File: src/rtl/lid_cnt_pkg.sv
// Shared encodings for the load/inc/dec counter: state codes and legality check.
// Used by both the next-state block and the datapath.
package lid_cnt_pkg;

    typedef logic [2:0] state_t;

    localparam state_t StIdle = 3'b000;
    localparam state_t StLoad = 3'b001;
    localparam state_t StInc  = 3'b010;
    localparam state_t StInc2 = 3'b011;
    localparam state_t StDec  = 3'b100;
    localparam state_t StDec2 = 3'b101;

    // Codes 110 and 111 are unused and treated as illegal.
    function automatic logic is_legal_state(input state_t code);
        return code <= StDec2;
    endfunction

endpackage

File: src/rtl/lid_cnt_datapath_if.sv
// Bus between the counter next-state block (master) and the datapath (slave).
interface lid_cnt_datapath_if
    import lid_cnt_pkg::*;
#(
    parameter int unsigned WIDTH = 8
);
    state_t             next_state;
    logic [WIDTH-1:0]   d_in;
    state_t             state;
    logic [WIDTH-1:0]   count;
    logic               zero;
    logic               max;
    logic               ovf;
    logic               err;

    modport master (
        output next_state, d_in,
        input  state, count, zero, max, ovf, err
    );

    modport slave (
        input  next_state, d_in,
        output state, count, zero, max, ovf, err
    );

endinterface

File: src/rtl/lid_step_unit.sv
// Combinational per-state action on the count: next count plus ovf/err pulses.
// LID_CNT_SATURATE_EN selects clamping at the ends instead of modulo wrap.
module lid_step_unit
    import lid_cnt_pkg::*;
#(
    parameter int unsigned WIDTH = 8
) (
    input  state_t           state_i,
    input  logic [WIDTH-1:0] count_i,
    input  logic [WIDTH-1:0] d_in_i,
    output logic [WIDTH-1:0] count_o,
    output logic             ovf_o,
    output logic             err_o
);

    logic at_max;
    logic at_zero;

    assign at_max  = (count_i == {WIDTH{1'b1}});
    assign at_zero = (count_i == '0);

    always_comb begin
        count_o = count_i;
        ovf_o   = 1'b0;
        err_o   = 1'b0;
        if (!is_legal_state(state_i)) begin
            err_o = 1'b1;
        end else begin
            case (state_i)
                StLoad: count_o = d_in_i;
                StInc, StInc2: begin
                    ovf_o = at_max;
`ifdef LID_CNT_SATURATE_EN
                    count_o = at_max ? count_i : count_i + WIDTH'(1);
`else
                    count_o = count_i + WIDTH'(1);
`endif
                end
                StDec, StDec2: begin
                    ovf_o = at_zero;
`ifdef LID_CNT_SATURATE_EN
                    count_o = at_zero ? count_i : count_i - WIDTH'(1);
`else
                    count_o = count_i - WIDTH'(1);
`endif
                end
                default: count_o = count_i;
            endcase
        end
    end

endmodule

File: src/rtl/lid_cnt_datapath.sv
// Registers next_state and applies its action to the count; flags derive from the count register.
// Optional clamping build via LID_CNT_SATURATE_EN (see lid_step_unit).
module lid_cnt_datapath
    import lid_cnt_pkg::*;
#(
    parameter int unsigned WIDTH = 8
) (
    input  logic              clk,
    input  logic              reset,
    lid_cnt_datapath_if.slave bus
);

    state_t           state_q, state_d;
    logic [WIDTH-1:0] count_q, count_d;
    logic             ovf_q, ovf_d;
    logic             err_q, err_d;

    lid_step_unit #(
        .WIDTH (WIDTH)
    ) u_step (
        .state_i (bus.next_state),
        .count_i (count_q),
        .d_in_i  (bus.d_in),
        .count_o (count_d),
        .ovf_o   (ovf_d),
        .err_o   (err_d)
    );

    // Illegal codes fall back to IDLE so the next-state block always sees a valid state.
    assign state_d = is_legal_state(bus.next_state) ? bus.next_state : StIdle;

    always_ff @(posedge clk) begin
        if (reset) begin
            state_q <= StIdle;
            count_q <= '0;
            ovf_q   <= 1'b0;
            err_q   <= 1'b0;
        end else begin
            state_q <= state_d;
            count_q <= count_d;
            ovf_q   <= ovf_d;
            err_q   <= err_d;
        end
    end

    assign bus.state = state_q;
    assign bus.count = count_q;
    assign bus.zero  = (count_q == '0);
    assign bus.max   = (count_q == {WIDTH{1'b1}});
    assign bus.ovf   = ovf_q;
    assign bus.err   = err_q;

endmodule

File: src/flat_wrapper.sv
// flat-port wrapper written by rule: the top's interface ports become plain ports
module lid_cnt_datapath_flat import lid_cnt_pkg::*;
#(
    parameter int unsigned WIDTH = 8
)
  (clk, reset, bus_next_state, bus_d_in, bus_state, bus_count, bus_zero, bus_max, bus_ovf, bus_err);
  lid_cnt_datapath_if #(.WIDTH(WIDTH)) bus_i ();
  input  logic clk;
  input  logic reset;
  input wire logic [$bits(bus_i.next_state)-1:0] bus_next_state;
  input wire logic [$bits(bus_i.d_in)-1:0] bus_d_in;
  output wire logic [$bits(bus_i.state)-1:0] bus_state;
  output wire logic [$bits(bus_i.count)-1:0] bus_count;
  output wire logic [$bits(bus_i.zero)-1:0] bus_zero;
  output wire logic [$bits(bus_i.max)-1:0] bus_max;
  output wire logic [$bits(bus_i.ovf)-1:0] bus_ovf;
  output wire logic [$bits(bus_i.err)-1:0] bus_err;
  assign bus_i.next_state = bus_next_state;
  assign bus_i.d_in = bus_d_in;
  assign bus_state = bus_i.state;
  assign bus_count = bus_i.count;
  assign bus_zero = bus_i.zero;
  assign bus_max = bus_i.max;
  assign bus_ovf = bus_i.ovf;
  assign bus_err = bus_i.err;
  lid_cnt_datapath #(.WIDTH(WIDTH)) u_core (.clk(clk), .reset(reset), .bus(bus_i));
endmodule
File: config.mk
export PLATFORM = sky130hd
export DESIGN_NAME = lid_cnt_datapath_flat
export DESIGN_NICKNAME = d
export VERILOG_FILES = /design/src/rtl/lid_cnt_pkg.sv /design/src/rtl/lid_cnt_datapath_if.sv /design/src/rtl/lid_step_unit.sv /design/src/rtl/lid_cnt_datapath.sv /design/src/flat_wrapper.sv
export SDC_FILE = /design/constraint.sdc
export NUM_CORES = 1
export LEC_CHECK = 0
export BUFFER_PORTS_ARGS = -buffer_cell sky130_fd_sc_hd__clkbuf_2
export CAP_MARGIN = 10
export CORE_UTILIZATION = 54
export CTS_BUF_LIST = sky130_fd_sc_hd__clkbuf_16
export DETAILED_ROUTE_END_ITERATION = 6
export PLACE_DENSITY_LB_ADDON = 0.2
export SLEW_MARGIN = 20
export SYNTH_ARGS = -nofsm -noshare
export SYNTH_HDL_FRONTEND = slang
export SYNTH_SLANG_ARGS = --single-unit
File: constraint.sdc
create_clock -name clk -period 6.1 [get_ports clk]
set_input_delay 1.525 -clock clk [delete_from_list [all_inputs] [get_ports clk]]
set_output_delay 1.525 -clock clk [all_outputs]
set_load 0.05 [all_outputs]
==> metrics.md, run 1 <==
| Metric | Value |
|---|---|
| Initial antenna violation count | 0 |
| Max stage delay on crit path | 660 ps |
| Combinational share of power | 33.0% |
| Syn Area/Cell | ~8.6 µm² |
| Overall Power | 340 µW |
| IO Pins | 28 |
| # DRC | 4 |
| Req. time, crit path | 6240 ps |
| Library cells used by synthesis | 37 |
| Post-synthesis instance total | 108 |
| Count of final setup violators | 0 |
| Final GP Congestion | between 0.8 and 0.9 |
| Detailed Route WL | around 2.1 mm |
| Area leader, netlist | dfxtp_1 |
| Ranking of synthesized cells by area | dfxtp_1 (28%), ha_1 (9.4%), nor2_1 (6.1%) |
| Total Routing Usage GR | 26.9% |
| Worst slew pin tran | 743 ps |
| First-pass GRT wire length | 3.69 mm |
| Worst path bufs/invs | 1 |
| Slew Viols, Final | 0 |
| Row count | 14 |
| Yosys warnings | 0 |
| Mapped Area | ~930 µm² |
| Fin worst setup slack | 2150 ps |
| Crit path arrival time | 4100 ps |
| Slowest CP cell | nor2b_1 |
| Worst setup startpoint | bus_next_state[2] |
| Clk buf depth | 2 |
| Lkg Pwr | between 0.5 and 0.6 nW |
| Iter 0 DRT Violations | 12 |
| # placed instances | roughly 150 |
| Setup_tns | 0 ps |
| Max_slew headroom | 50.4% |
| Non-filler cells, final | 150 |
| Final instance area | 1140 µm² |
| Layout cells sized above 1 | 29.1% |
| Die area | 1890 µm² |
| RSZ-0062 raised after global routing | false |
| Core Util, Final | 72.9% |
| Async S/R FF share, synth | 0% |
| Placed wire-length estimate | 1.58 mm |
| Tmin final | 3950 ps |
| H-tree depth | 1 |
| Sw Share | between 30% and 40% |
| Total grt overflow | 0 |
| Power Dens Cells | between 200 and 300 nW/µm² |
| Clock Power Share | 36.2% |
| Initial Util | 59.5% |
| # resized after CTS | 0 |
| Number of flops mapped to enable cells by yosys | 0 |
| Outcome | finished with violations |
| Setup Buffers After CTS | 0 |
| Worst skew pair latency | ~240 ps |
| Wire per inst | 14.2 µm |
| Clk sink count | 13 |
| Placed Area | 1060 µm² |
| Die Width | between 40 and 50 µm |
| Avg Vias per Cell | 5.91 |
| TritonCTS Buffers | 3 |
| # diodes | 0 |
| Worst min path class | reg2reg |
| Yosys top cell area share | 28.1% |
| Syn Nets | 129 |
| R2R Path Start | u_core.bus.count[1] |
| Detailed-route via count | 886 |
| Delay-heaviest family, CP | compound AO/OA/AOI/OAI gates |
| Router iterations before antenna repair | 6 |
| Clock skew | 1.47 ps |
| Critical path type | in2reg |
| Flops & latches, synth | 13 |
| CP Cell Sequence | clkbuf_2 -> nor2b_1 -> ha_1 -> a211oi_1 -> o211ai_2 -> nand2_1 -> mux2_2 -> a222oi_1 |
| Maximum VDD drop | 0.000295 V |
| Die height | 43.4 µm |
| Final Hold Fails | 0 |
| Worst Setup End Kind | flip-flop |
| Fin crit share | 64.8% |
| Clock Pin Slew Worst Setup and Hold Paths | ~50 ps |
| Final ANT Viol Nets | 0 |
| Largest net degree at the start of global routing | 16 |
| Synth-to-layout area growth | 22.5% |
| # port buffers | 27 |
| Vias in the first global route | a little over 800 |
| Most used flip-flop cell after synthesis | dfxtp_1 |
| Seq pwr share | 30.8% |
| Number of max-cap violations | 0 |
| Hold slack | ~550 ps |
| Hold wc startpoint | u_core.bus.count[3] |
| Hold_buf cts | 0 |
| Power Internal | 219 µW |
| CP startpoint kind | input pin |
| CTS tree | yes |
| CTS root buf | clkbuf_16 |
| Core Region | about 1600 µm² |
| Psw | 120 µW |
| Setup slack at placement | between 1500 and 2000 ps |
| Final Net Count | 156 |
| Highest clock rate | 0.253 GHz |
| Max FO, Critical Path | 13 |
| Register area share after synthesis | 28.1% |
| Failing checks | design-rule violations |
[area by class of cell]
cell class / count / area (µm²)
fillers: 128 / 423
clock inverters: 1 / 3.75
clock buffers: 3 / 75.1
flip-flops and latches: 13 / 260
repair buffers: 27 / 135
multi-input cells: 89 / 638
well taps: 16 / 20.0
inverters: 1 / 3.75
[sequential cells by signal, summed over array words and instances, names as in the netlist]
register          count
u_core.bus.count      8
u_core.bus.err        1
u_core.bus.state      3
u_core.bus.ovf        1
[final timing paths]
check                        endpoint  slack, ps  depth (start not counted)
setup reg to reg  u_core.bus.count[7]       3980                          6
setup / recovery  u_core.bus.count[7]       2150                          8
hold reg to reg   u_core.bus.count[3]        550                          2
hold / removal    u_core.bus.count[3]        550                          2
[logic make-up after synthesis]
logic type      Yosys count  synth area share (%)
buf+inv                   6                  3.10
simple gates             39                  20.8
flops                    13                  28.1
fa+ha+maj                 8                  11.6
compound gates           30                  23.2
mux                       6                  6.75
xor+xnor                  6                  6.48
[power groups by stage]
stage          Combinational [mW]  Sequential, mW  Clock (mW)
5_1_grt                     0.122           0.106       0.129
3_5_place_dp                0.111           0.106           0
6_report                    0.112           0.105       0.123
2_1_floorplan              0.0625           0.130           0
3_3_place_gp                0.108           0.105           0
4_1_cts                     0.113           0.104       0.124
[cells in the final DEF, fill, tap and decap left out]
cell type   n
or4_1       2
a2111o_1    1
o21a_1      1
inv_1       2
a222oi_1    1
dfxtp_1    13
mux2_2      2
o211ai_2    1
or2_2       1
o221a_2     1
a21oi_2     1
ha_1        7
mux2i_1     4
xor2_2      1
nor2_2      1
fa_1        1
a21o_1      3
a211oi_1    5
a211oi_2    1
nor3_1      2
a2111oi_0   1
nand4_1     2
nor2b_1     4
o21bai_1    1
nor2_1     15
clkbuf_16   3
nor3b_1     2
a21oi_1     9
xnor2_1     3
xor2_1      2
o21ai_0     4
nand2_1     8
and3b_1     1
clkbuf_2   27
nand3b_1    1
[per-layer routing]
| layer | global-route usage, % | vias up | share of wire, % |
|---|---|---|---|
| li1 | - | 451 | - |
| met1 | 35.2 | 398 | 44 |
| met2 | 43.6 | 35 | 50 |
| met4 | 7.50 | 0 | 0.42 |
| met3 | 7.50 | 2 | 5.7 |
| met5 | 0 | - | 0 |
[worst min-delay path: stages (launching register included)]
cell      delay [ps]
dfxtp_1          330
nor2_1           110
a211oi_1          50
[synthesized netlist by cell type, types with 2 or more instances]
library cell,number
xor2_1,2
nor2_1,15
nor2b_1,4
buf_2,2
nor3_1,2
a211oi_1,5
dfxtp_1,13
a21o_1,3
mux2_2,2
o21ai_0,4
or4_1,2
nand4_1,2
nand2_1,8
mux2i_1,4
a21oi_1,9
xnor2_1,3
ha_1,7
nor3b_1,2
No activity file was read; power rests on OpenSTA's default activity.
==> inputs of run 2 (changes only) <==
- CORE_UTILIZATION: 54 -> 45
- clock period: 6.1 -> 3.36 ns (I/O delays scaled with it)
==> run 2 against run 1 <==
Net effect: the flow now finishes without violations; register-to-register slack worse by 2700 ps; die area up 19%; first-iteration DRC count up 50%; largest cell class unchanged; clock power up 80%; flip-flop and latch count unchanged; sequential share of layout area down 0.71 points; non-clock buffer count up 3; critical path depth up 1.
==> metrics.md, run 2 (synthesis gave the netlist of run 1 again) <==
| Metric | Value |
|---|---|
| Row count | 16 |
| Setup_tns | 0 ps |
| Final Net Count | 159 |
| Clock Pin Slew Worst Setup and Hold Paths | 50 ps |
| Die Width | 47.4 µm |
| # port buffers | 27 |
| CTS root buf | clkbuf_16 |
| Critical path type | in2reg |
| Hold_buf cts | 0 |
| Max_slew headroom | 68.5% |
| Highest clock rate | between 0.3 and 0.4 GHz |
| FF-to-FF path depth | 6 |
| Max FO, Critical Path | 11 |
| Fillcell total | 190 |
| Most frequent cells in the layout | clkbuf_2 (27), nor2_1 (15), dfxtp_1 (13) |
| Hold Path Sink | u_core.bus.count[4] |
| # diodes | 0 |
| Clk sink count | 13 |
| Power Dens Cells | 527 nW/µm² |
| Clock Power Share | 35.9% |
| WHS Path Cells | 2 |
| Final Hold Fails | 0 |
| Worst skew pair latency | between 200 and 250 ps |
| Setup slack at placement | about 520 ps |
| Wire per inst | 13.3 µm |
| # resized after CTS | 0 |
| Total grt overflow | 0 |
| Worst min path class | reg2reg |
| Max reg flops | 8 |
| Detailed Route WL | 2.19 mm |
| Slowest CP cell | a211oi_1 |
| Tmin final | 2600 ps |
| Max stage delay on crit path | 360 ps |
| Clock skew | approximately 6.6 ps |
| CP Cell Sequence | clkbuf_2 -> nor2b_1 -> buf_4 -> ha_1 -> a211oi_1 -> o211ai_2 -> nand2_1 -> mux2_2 -> a222oi_1 |
| Core Region | 1940 µm² |
| Worst slew pin tran | 472 ps |
| Placed wire-length estimate | 1.58 mm |
| FF/Latch Area | 260 µm² |
| # DRC | 0 |
| Vias in the first global route | 710 |
| Clk buf depth | 2 |
| Sw Share | between 30% and 40% |
| Crit path arrival time | roughly 2700 ps |
| Req. time, crit path | 3500 ps |
| Hold wc startpoint | u_core.bus.count[4] |
| CTS tree | yes |
| Final ANT Viol Nets | 0 |
| Detailed-route via count | 892 |
| IO Pins | 28 |
| Seq pwr share | 30.7% |
| Hold slack | ~560 ps |
| Router iterations before antenna repair | 4 |
| Fin crit share | 77.5% |
| Setup slack, reg-to-reg | 1310 ps |
| Worst Setup End Kind | flip-flop |
| Layout cells sized above 1 | 30.7% |
| Iter 0 DRT Violations | 18 |
| Psw | 218 µW |
| Slew Viols, Final | 0 |
| Synth-to-layout area growth | 26.5% |
| RSZ-0062 raised after global routing | false |
| Number of max-cap violations | 0 |
| Initial antenna violation count | 0 |
| Initial Util | 47.7% |
| Maximum VDD drop | 0.000372 V |
| Final GP Congestion | 0.829 |
| Outcome | finished clean |
| CP startpoint kind | input pin |
| Largest net degree at the start of global routing | 15 |
| First-pass GRT wire length | 3.24 mm |
| Avg Vias per Cell | around 5.4 |
| Count of final setup violators | 0 |
| Setup Buffers After CTS | 0 |
| Power Internal | approximately 400 µW |
| R2R Path Start | u_core.bus.count[1] |
| Combinational share of power | between 30% and 40% |
| Die height | 47.4 µm |
| Commonest non-fill, non-tap cell in the layout | clkbuf_2 |
| Total Routing Usage GR | just over 20% |
| Multi-input gate area | 638 µm² |
| Core Util, Final | a little over 60% |
| Die area | 2250 µm² |
| Lkg Pwr | 0.567 nW |
| TritonCTS Buffers | 3 |
| R2r endpoint | u_core.bus.count[7] |
| Fin worst setup slack | 756 ps |
| H-tree depth | 1 |
-- run 2: cell types whose count changed in the layout (fill, tap and decap cells not counted), sizes merged --
cell | previous run | this run
buf | 0 | 3
-- run 2: power by group through the flow --
stage	combinational, mW	sequential (mW)	clock (mW)
5_1_grt	0.225	0.193	0.237
2_1_floorplan	0.113	0.236	0
3_5_place_dp	0.205	0.192	0
3_3_place_gp	0.200	0.191	0
6_report	0.206	0.190	0.222
4_1_cts	0.206	0.189	0.225
-- run 2: final cells by class --
type	count	area share [%]
Multi-Input combinational cell	89	54.4
Sequential cell	13	22.2
Timing Repair Buffer	30	13.4
Clock buffer	3	6.40
Tap cell	27	2.88
Clock inverter	1	0.320
Inverter	1	0.320
-- run 2: worst max path at each step --
stage / from / to / slack (ps) / cells past startpoint
detailed placement: bus_next_state[2] / u_core.bus.count[7] / 520 / 9
CTS: bus_next_state[2] / u_core.bus.count[7] / 760 / 9
global placement: bus_next_state[2] / u_core.bus.count[7] / 570 / 9
floorplan: bus_next_state[1] / u_core.bus.count[7] / 90 / 9
finish: bus_next_state[2] / u_core.bus.count[7] / 760 / 9
global route: bus_next_state[2] / u_core.bus.count[5] / 590 / 9
-- run 2: critical path: cells and delay by family --
family          cells  cell delay, ps
simple gates        2             210
buf+inv             2             260
compound gates      3             790
fa+ha+maj           1             300
mux                 1             340
-- run 2: routing by layer --
layer  track usage [%]  share of wire [%]  vias to the layer above
met5                 0                  0                        -
met4              1.71               0.32                        0
met3              3.46                3.8                        2
met2              35.1                 49                       21
met1              28.7                 47                      414
li1                  -                  -                      455
-- run 2: metrics by stage --
stage          power [mW]  instance area [µm²]  cells
6_report            0.618                 1170    164
5_1_grt             0.654                 1170    164
4_1_cts             0.621                 1170    164
3_5_place_dp        0.398                 1090    160
3_3_place_gp        0.391                 1090    160
2_1_floorplan       0.349                  927    108
